[src/rtl/deserializer_if.sv]
// Handshake bundle for the deserializer: serial input side and FIFO output side.
// Signal names keep their _i/_o suffixes from the deserializer's point of view.
interface deserializer_if #(
    parameter int DATA_W = 6,
    parameter int DEPTH  = 4
);
    logic                     ser_data_i;
    logic                     ser_val_i;
    logic [DATA_W-1:0]        data_o;
    logic                     data_val_o;
    logic                     data_rdy_i;
    logic                     rx_busy_o;
    logic [$clog2(DEPTH):0]   level_o;
    logic                     frame_err_o;
    logic                     ovf_o;

    modport master (
        output ser_data_i, ser_val_i, data_rdy_i,
        input  data_o, data_val_o, rx_busy_o, level_o, frame_err_o, ovf_o
    );

    modport slave (
        input  ser_data_i, ser_val_i, data_rdy_i,
        output data_o, data_val_o, rx_busy_o, level_o, frame_err_o, ovf_o
    );
endinterface

[src/rtl/deserializer.sv]
// MSB-first serial-to-parallel receiver feeding a small FIFO with a registered head.
// Truncated frames raise frame_err_o; words arriving on a full FIFO raise ovf_o.
module deserializer #(
    parameter int DATA_W = 6,
    parameter int DEPTH  = 4
) (
    input  logic          clk_i,
    input  logic          rst_n_i,
    deserializer_if.slave bus
);
    localparam int CNT_W = $clog2(DATA_W);
    localparam int PTR_W = $clog2(DEPTH);
    localparam int LVL_W = PTR_W + 1;
    localparam logic [CNT_W-1:0] LAST_BIT = CNT_W'(DATA_W - 1);
    localparam logic [LVL_W-1:0] FULL_LVL = LVL_W'(DEPTH);
    localparam logic [LVL_W-1:0] ONE_LVL  = LVL_W'(1);

    logic [DATA_W-2:0] shreg;
    logic [CNT_W-1:0]  cnt;
    logic              frame_err;
    logic [DATA_W-1:0] word;
    logic              push;

    logic [DATA_W-1:0] mem [DEPTH];
    logic [PTR_W-1:0]  wr_ptr;
    logic [PTR_W-1:0]  rd_ptr;
    logic [PTR_W-1:0]  rd_ptr_inc;
    logic [LVL_W-1:0]  level;
    logic [DATA_W-1:0] data_q;
    logic [DATA_W-1:0] head_next;
    logic              ovf;
    logic              pop;
    logic              full;
    logic              wr_en;

    // The incoming bit completes the word on the same edge it is sampled.
    assign word = {shreg, bus.ser_data_i};
    assign push = bus.ser_val_i && (cnt == LAST_BIT);

    // NOTE: sequential state uses non-blocking (<=) so every flop samples pre-edge values.
    always_ff @(posedge clk_i or negedge rst_n_i) begin
        if (!rst_n_i) begin
            shreg     <= '0;
            cnt       <= '0;
            frame_err <= 1'b0;
        end else begin
            frame_err <= 1'b0;
            if (bus.ser_val_i) begin
                shreg <= word[DATA_W-2:0];
                cnt   <= (cnt == LAST_BIT) ? '0 : cnt + CNT_W'(1);
            end else if (cnt != '0) begin
                shreg     <= '0;
                cnt       <= '0;
                frame_err <= 1'b1;
            end
        end
    end

    assign pop        = (level != '0) && bus.data_rdy_i;
    assign full       = (level == FULL_LVL);
    assign wr_en      = push && (!full || pop);
    assign rd_ptr_inc = rd_ptr + PTR_W'(1);

    // NOTE: storage has no reset; validity is tracked by level, and data_q masks stale entries.
    always_ff @(posedge clk_i) begin
        if (wr_en) mem[wr_ptr] <= word;
    end

    // Next head: the following stored entry on a pop, or the arriving word when it
    // lands in an empty (or emptying) FIFO. Keeps data_o registered with 1-cycle push latency.
    // NOTE: head_next gets a default first so no path leaves it unassigned (no latch).
    always_comb begin
        head_next = data_q;
        if (pop) begin
            if (level == ONE_LVL) begin
                if (wr_en) head_next = word;
            end else begin
                head_next = mem[rd_ptr_inc];
            end
        end else if ((level == '0) && wr_en) begin
            head_next = word;
        end
    end

    always_ff @(posedge clk_i or negedge rst_n_i) begin
        if (!rst_n_i) begin
            wr_ptr <= '0;
            rd_ptr <= '0;
            level  <= '0;
            data_q <= '0;
            ovf    <= 1'b0;
        end else begin
            data_q <= head_next;
            ovf    <= push && full && !pop;
            if (wr_en) wr_ptr <= wr_ptr + PTR_W'(1);
            if (pop)   rd_ptr <= rd_ptr_inc;
            level <= level + LVL_W'(wr_en) - LVL_W'(pop);
        end
    end

    assign bus.data_o      = data_q;
    assign bus.data_val_o  = (level != '0);
    assign bus.rx_busy_o   = (cnt != '0);
    assign bus.level_o     = level;
    assign bus.frame_err_o = frame_err;
    assign bus.ovf_o       = ovf;
endmodule

[src/flat_wrapper.sv]
// flat-port wrapper written by rule: the top's interface ports become plain ports
module deserializer_flat 
#(
    parameter int DATA_W = 6,
    parameter int DEPTH  = 4
)
  (clk_i, rst_n_i, bus_ser_data_i, bus_ser_val_i, bus_data_rdy_i, bus_data_o, bus_data_val_o, bus_rx_busy_o, bus_level_o, bus_frame_err_o, bus_ovf_o);
  deserializer_if #(.DATA_W(DATA_W), .DEPTH(DEPTH)) bus_i ();
  input  logic clk_i;
  input  logic rst_n_i;
  input wire logic [$bits(bus_i.ser_data_i)-1:0] bus_ser_data_i;
  input wire logic [$bits(bus_i.ser_val_i)-1:0] bus_ser_val_i;
  input wire logic [$bits(bus_i.data_rdy_i)-1:0] bus_data_rdy_i;
  output wire logic [$bits(bus_i.data_o)-1:0] bus_data_o;
  output wire logic [$bits(bus_i.data_val_o)-1:0] bus_data_val_o;
  output wire logic [$bits(bus_i.rx_busy_o)-1:0] bus_rx_busy_o;
  output wire logic [$bits(bus_i.level_o)-1:0] bus_level_o;
  output wire logic [$bits(bus_i.frame_err_o)-1:0] bus_frame_err_o;
  output wire logic [$bits(bus_i.ovf_o)-1:0] bus_ovf_o;
  assign bus_i.ser_data_i = bus_ser_data_i;
  assign bus_i.ser_val_i = bus_ser_val_i;
  assign bus_i.data_rdy_i = bus_data_rdy_i;
  assign bus_data_o = bus_i.data_o;
  assign bus_data_val_o = bus_i.data_val_o;
  assign bus_rx_busy_o = bus_i.rx_busy_o;
  assign bus_level_o = bus_i.level_o;
  assign bus_frame_err_o = bus_i.frame_err_o;
  assign bus_ovf_o = bus_i.ovf_o;
  deserializer #(.DATA_W(DATA_W), .DEPTH(DEPTH)) u_core (.clk_i(clk_i), .rst_n_i(rst_n_i), .bus(bus_i));
endmodule
[config.mk]
export PLATFORM = sky130hd
export DESIGN_NAME = deserializer_flat
export DESIGN_NICKNAME = d
export VERILOG_FILES = /design/src/rtl/deserializer_if.sv /design/src/rtl/deserializer.sv /design/src/flat_wrapper.sv
export SDC_FILE = /design/constraint.sdc
export NUM_CORES = 1
export LEC_CHECK = 0
export BUFFER_PORTS_ARGS = -buffer_cell sky130_fd_sc_hd__buf_2
export CAP_MARGIN = 25
export CORE_UTILIZATION = 40
export CTS_CLUSTER_SIZE = 12
export DETAILED_ROUTE_END_ITERATION = 12
export PLACE_DENSITY = 0.68
export SETUP_SLACK_MARGIN = 0.3
export SYNTH_ARGS = -nofsm -noshare
export SYNTH_HDL_FRONTEND = slang
export SYNTH_SLANG_ARGS = --single-unit
[constraint.sdc]
create_clock -name clk_i -period 6.2 [get_ports clk_i]
set_clock_uncertainty 0.15 [all_clocks]
set_input_delay 0.31 -clock clk_i [delete_from_list [all_inputs] [get_ports clk_i]]
set_output_delay 0.31 -clock clk_i [all_outputs]
set_load 0.01 [all_outputs]
# [Yosys cells after proc, flatten, opt, wreduce, memory -nomap -nowiden]
# Memory sizes are Yosys's and may differ from the RTL's.
# Cells that the tools add are included.
[totals] regBits=23 latchBits=0 ram_bits=24 mem_bits_ro=0 out_inout_bits=13 elab_cells=46 mem_count=1
[mem_list] name="u_core.mem" words=4 word_bits=6 read_ports=1 rd_clocked_by_memory_dff=0 write_ports=1 line="deserializer.sv:24" source="logic [DATA_W-1:0] mem [DEPTH];"
[classes] addsub=5 n_mul=0 div_mod_pow=0 magnitude_cmp=0 eq_ne=4 shift=0 mux=13 bitwise=0 reduce_logical=15
[ops] op="6-bit 2-to-1 mux" count=4
[ops] op="5-bit 2-to-1 mux" count=2
[ops] op="3-bit 2-to-1 mux" count=3
[ops] op="3-bit == test, second input constant" count=2
[ops] op="1-bit logical AND" count=6
[ops] op="3-bit nonzero test" count=2
[ops] op="2-bit by 1-bit adder with 2-bit output, second input constant" count=2
[ops] op="1-bit 2-to-1 mux" count=4
[ops] op="2-bit nonzero test" count=2
[ops] op="3-bit by 1-bit adder with 3-bit output" count=1
[ops] op="3-bit by 1-bit adder with 3-bit output, second input constant" count=1
[ops] op="3-bit by 1-bit == test with 1-bit output, second input constant" count=1
[ops] op="3-bit logical NOT" count=1
[ops] op="3-bit != test, second input constant" count=1
[ops] op="3-bit by 1-bit subtractor with 3-bit output" count=1
[ops] op="1-bit logical NOT" count=2
[ops] op="2-bit AND reduction" count=1
[ops] op="1-bit logical OR" count=1

# [Longest topological paths before layout]
[logic_depth] word_depth=7 depth_mapped=8

# [Worst setup path before layout]
# OpenSTA, ideal clock, no wires.
[synth_path] path_kind="reg-to-reg" from="register u_core.level[2], in the netlist u_core.bus.level_o[2]" to="register u_core.level[2], in the netlist u_core.bus.level_o[2]" setup_ps=124 t_arrival_ps=1784 required_time_ps=5926 path_slack_ps=4141 stages_incl_launch_ff=9 n_path_buf=1 cell_sequence="dfrtp_1 -> o21a_1 -> buf_6 -> nand2_1 -> o21ai_0 -> ha_1 -> fa_1 -> xnor2_1 -> xnor2_1"
[synth_between] elab_chain_len=6
[synth_rtl] item="start: declaration" line="deserializer.sv:28" source="logic [LVL_W-1:0] level;"
[synth_rtl] item="start signal: assignment" line="deserializer.sv:97" source="level <= level + LVL_W'(wr_en) - LVL_W'(pop);"
[synth_rtl] item="3-bit == test or 3-bit nonzero test (tied branches)" line="deserializer.sv:60, deserializer.sv:59"
[synth_rtl] item="1-bit logical NOT or 1-bit logical AND (tied branches)" line="deserializer.sv:61, deserializer.sv:59"
[synth_rtl] item="1-bit logical OR" line="deserializer.sv:61" source="assign wr_en = push && (!full || pop);"
[synth_rtl] item="1-bit logical AND" line="deserializer.sv:61"
[synth_rtl] item="3-bit by 1-bit adder with 3-bit output" line="deserializer.sv:97"
[synth_rtl] item="3-bit by 1-bit subtractor with 3-bit output *" line="deserializer.sv:97"
# Every way passes the cells marked *; elsewhere a longest branch is shown, timed or not.
# A chain may end at the register's enable or synchronous reset.

# [Final worst setup path]
# Ends and elaborated chain as after synthesis.

==> out/qor.yml <==
synthesis:
  async_flop_share_pct: 48.9
  syn_inst: 127
  synth_most_common_cell: "edfxtp_1"
  synth_area_mm2: 0.00202
  synth_edf_count: 24
  synth_common_cells: "24 x edfxtp_1, 23 x dfrtp_1, 14 x nand2_1, 7 x mux2_2"
  syn_nets: 138
  synth_cell_types: 26
  avgSynthCellArea_um2: 15.9
  yosysSeqAreaShare_pct: 64.2
  yosysTopAreaCell: "edfxtp_1"
  synth.top_cell.area_share_pct: 35.7
  ys_ff_latch: 47
  synth.top_cells.by_area: "edfxtp_1 36%, dfrtp_1 29%, mux4_2 6.7%"
  yosysWarnings: 0
  synth-main-ff-cell: "edfxtp_1"
placed_design:
  io_buffer_count: 17
  gp_congestion: 0.771
  hpwl_mm: 2.38
  dp_cells: 207
route:
  drc: 0
  antenna_left: 0
  first_pass_iters: 4
  drtIter0Drc: 11
  viasPerCell: 4.75
  routed_wl_mm: 3.40
  dr_total_vias: 1025
  wl_per_cell_um: 15.7
floorplan:
  core_mm2: 0.00479
  io_pins: 18
  die_w_um: 73.1
  rows: 25
  start_util_pct: 42.2
  dieHeight_um: 73.1
  die_area_mm2: 0.00534
clock_tree:
  cts_buffer_depth: 2
  clkSinkCount: 47
  clkLatencyLatePin_ps: 300
  path_clk_slew_ps: 80
  h-tree-depth: 2
  cts-root-buf: "clkbuf_8"
  numCtsBuffers: 5
  cts_tree: "done"
  post_cts_resized: 0
setup_path:
  cp-end-kind: "flip-flop"
  arrival_ps: 2290
  critPathKind: "reg2reg"
  path_buf_inv: 0
  cp_max_fo: 7
  start_kind: "flip-flop"
  critPathRequiredTime_ps: 6260
  critical_path.top_delay_family: "adder cells"
  critPathMostFrequentCell: "xnor2_1"
  path_cells: "o21a_1 -> nand2_1 -> o21ai_0 -> ha_1 -> fa_1 -> xnor2_1 -> xnor2_1"
  cpMaxStageDelayCell: "dfrtp_1"
  critPathMaxStageDelay_ps: 470
final_layout:
  diodes: 0
  n_fill_cell: 422
  drive_gt1_share_pct: 30.2
  syn_to_final_growth_pct: 11.8
  final_cells: 216
  nets: 159
timing:
  rsz0062_at_grt: "false"
  timing.final.crit_share_pct: 35.9
  drv_slew: 0
  setup_violations: 0
  worst_pin_slew_ps: 663
  fin_setup_tns_ps: 0
  final.min_clock_period_ps: 2230
  slew_headroom_pct: 55.5
  fmax_mhz: 449
  hold_viol_final: 0
grt:
  top_usage_layer: "met2"
  use_met3_pct: 4.56
  met1_usage_pct: 18.1
  overflow: 0
  grt_pass1_vias: 1015
  grt_usage_pct: 14.7
  grt_pass1_wl_mm: 5.39
  use_met2_pct: 24.0
  antenna_found_initial: 0
  grt_max_degree: 24
min_path:
  hold_class: "in2reg"
power_and_ir_drop:
  power.leakage_uw: 0.000913
  irDropWorstVdd_v: 0.000155
  power_density_mw_per_mm2: 392
run:
  maxCapViolations: 0
run_status:
  status: "finished, final reports clean"
-- where the power goes --
| part | internal (µW) | switching, µW | leakage (µW) |
|---|---|---|---|
| sequential | 374 | 58.8 | 0.000509 |
| clock | 89.4 | 96.1 | 0.0000459 |
| combinational | 152 | 114 | 0.000357 |
-- what timing repair did --
item,4_1_cts,5_1_grt
hold buffers,1,0
setup buffers,0,0
endpoints found under the hold margin,23,0
-- registers in the layout, indices dropped and copies added, names as in the netlist --
register,cells
u_core.mem,24
u_core.bus.data_o,6
u_core.shreg,5
u_core.bus.level_o,3
u_core.cnt,3
u_core.rd_ptr,2
u_core.wr_ptr,2
u_core.bus.frame_err_o,1
u_core.bus.ovf_o,1
-- path summary, 6_finish.rpt --
check,startpoint,endpoint,slack (ps),cells past startpoint
min in group asynchronous,rst_n_i,u_core.bus.level_o[1],360,2
max in group asynchronous,rst_n_i,u_core.bus.data_o[4],5190,2
worst min register to register,u_core.bus.level_o[0],u_core.bus.ovf_o,330,1
worst max register to register,u_core.bus.level_o[2],u_core.bus.level_o[2],3970,7
worst max-delay path,u_core.bus.level_o[2],u_core.bus.level_o[2],3970,7
worst min-delay path,bus_ser_data_i,u_core.mem[2][0],140,1
-- metrics by stage --
step | cell area (µm²) | hold slack (ps) | power (µW) | utilization [%] | worst slack (ps)
after floorplan | 2020 | -136 | 639 | - | 4140
after detailed placement | 2160 | 172 | 710 | 45.1 | 3990
after global routing | 2260 | 130 | 938 | 47.2 | 3850
after global placement | 2160 | 167 | 695 | 45.1 | 4110
after CTS | 2260 | 134 | 895 | 47.2 | 3960
final | 2260 | 136 | 884 | 47.2 | 3970
-- layout by cell type (no fill, tap or decap), types with 5 or more instances in the layout --
master,Yosys,routed
inv_1,6,6
mux2_4,6,6
and2_1,5,5
dfrtp_1,23,23
ha_1,5,5
buf_2,0,17
mux2_2,7,7
edfxtp_1,24,24
clkbuf_8,0,6
nand2_1,14,14
o21ai_0,6,6
xnor2_1,5,5
mux4_2,6,6
-- worst reg2reg max path: stages (launching register included) --
cell	delay (ps)
dfrtp_1	470
o21a_1	330
nand2_1	160
o21ai_0	100
ha_1	200
fa_1	390
xnor2_1	190
xnor2_1	150
-- kinds of logic after synthesis --
group	share of synthesized area [%]
fa+ha+maj	4.09
flops	64.2
xor+xnor	2.17
mux	15.6
compound gates	4.09
buf+inv	2.60
simple gates	7.31
-- area by class of cell --
class / count / area [µm²] / share of cell area (%)
clock buffer: 7 / 86.3 / 3.82
clock inverter: 1 / 3.75 / 0.166
inverter: 6 / 22.5 / 0.997
multi-input combinational: 70 / 671 / 29.7
sequential: 47 / 1300 / 57.4
tap: 67 / 83.8 / 3.71
timing repair buffer: 18 / 95.1 / 4.21
-- routing by layer --
layer	vias to the layer above	part of all wire, %
met4	0	1.0
li1	495	-
met2	13	50
met5	-	0
met1	513	46
met3	4	2.8
(Power assumes the default switching activity.)
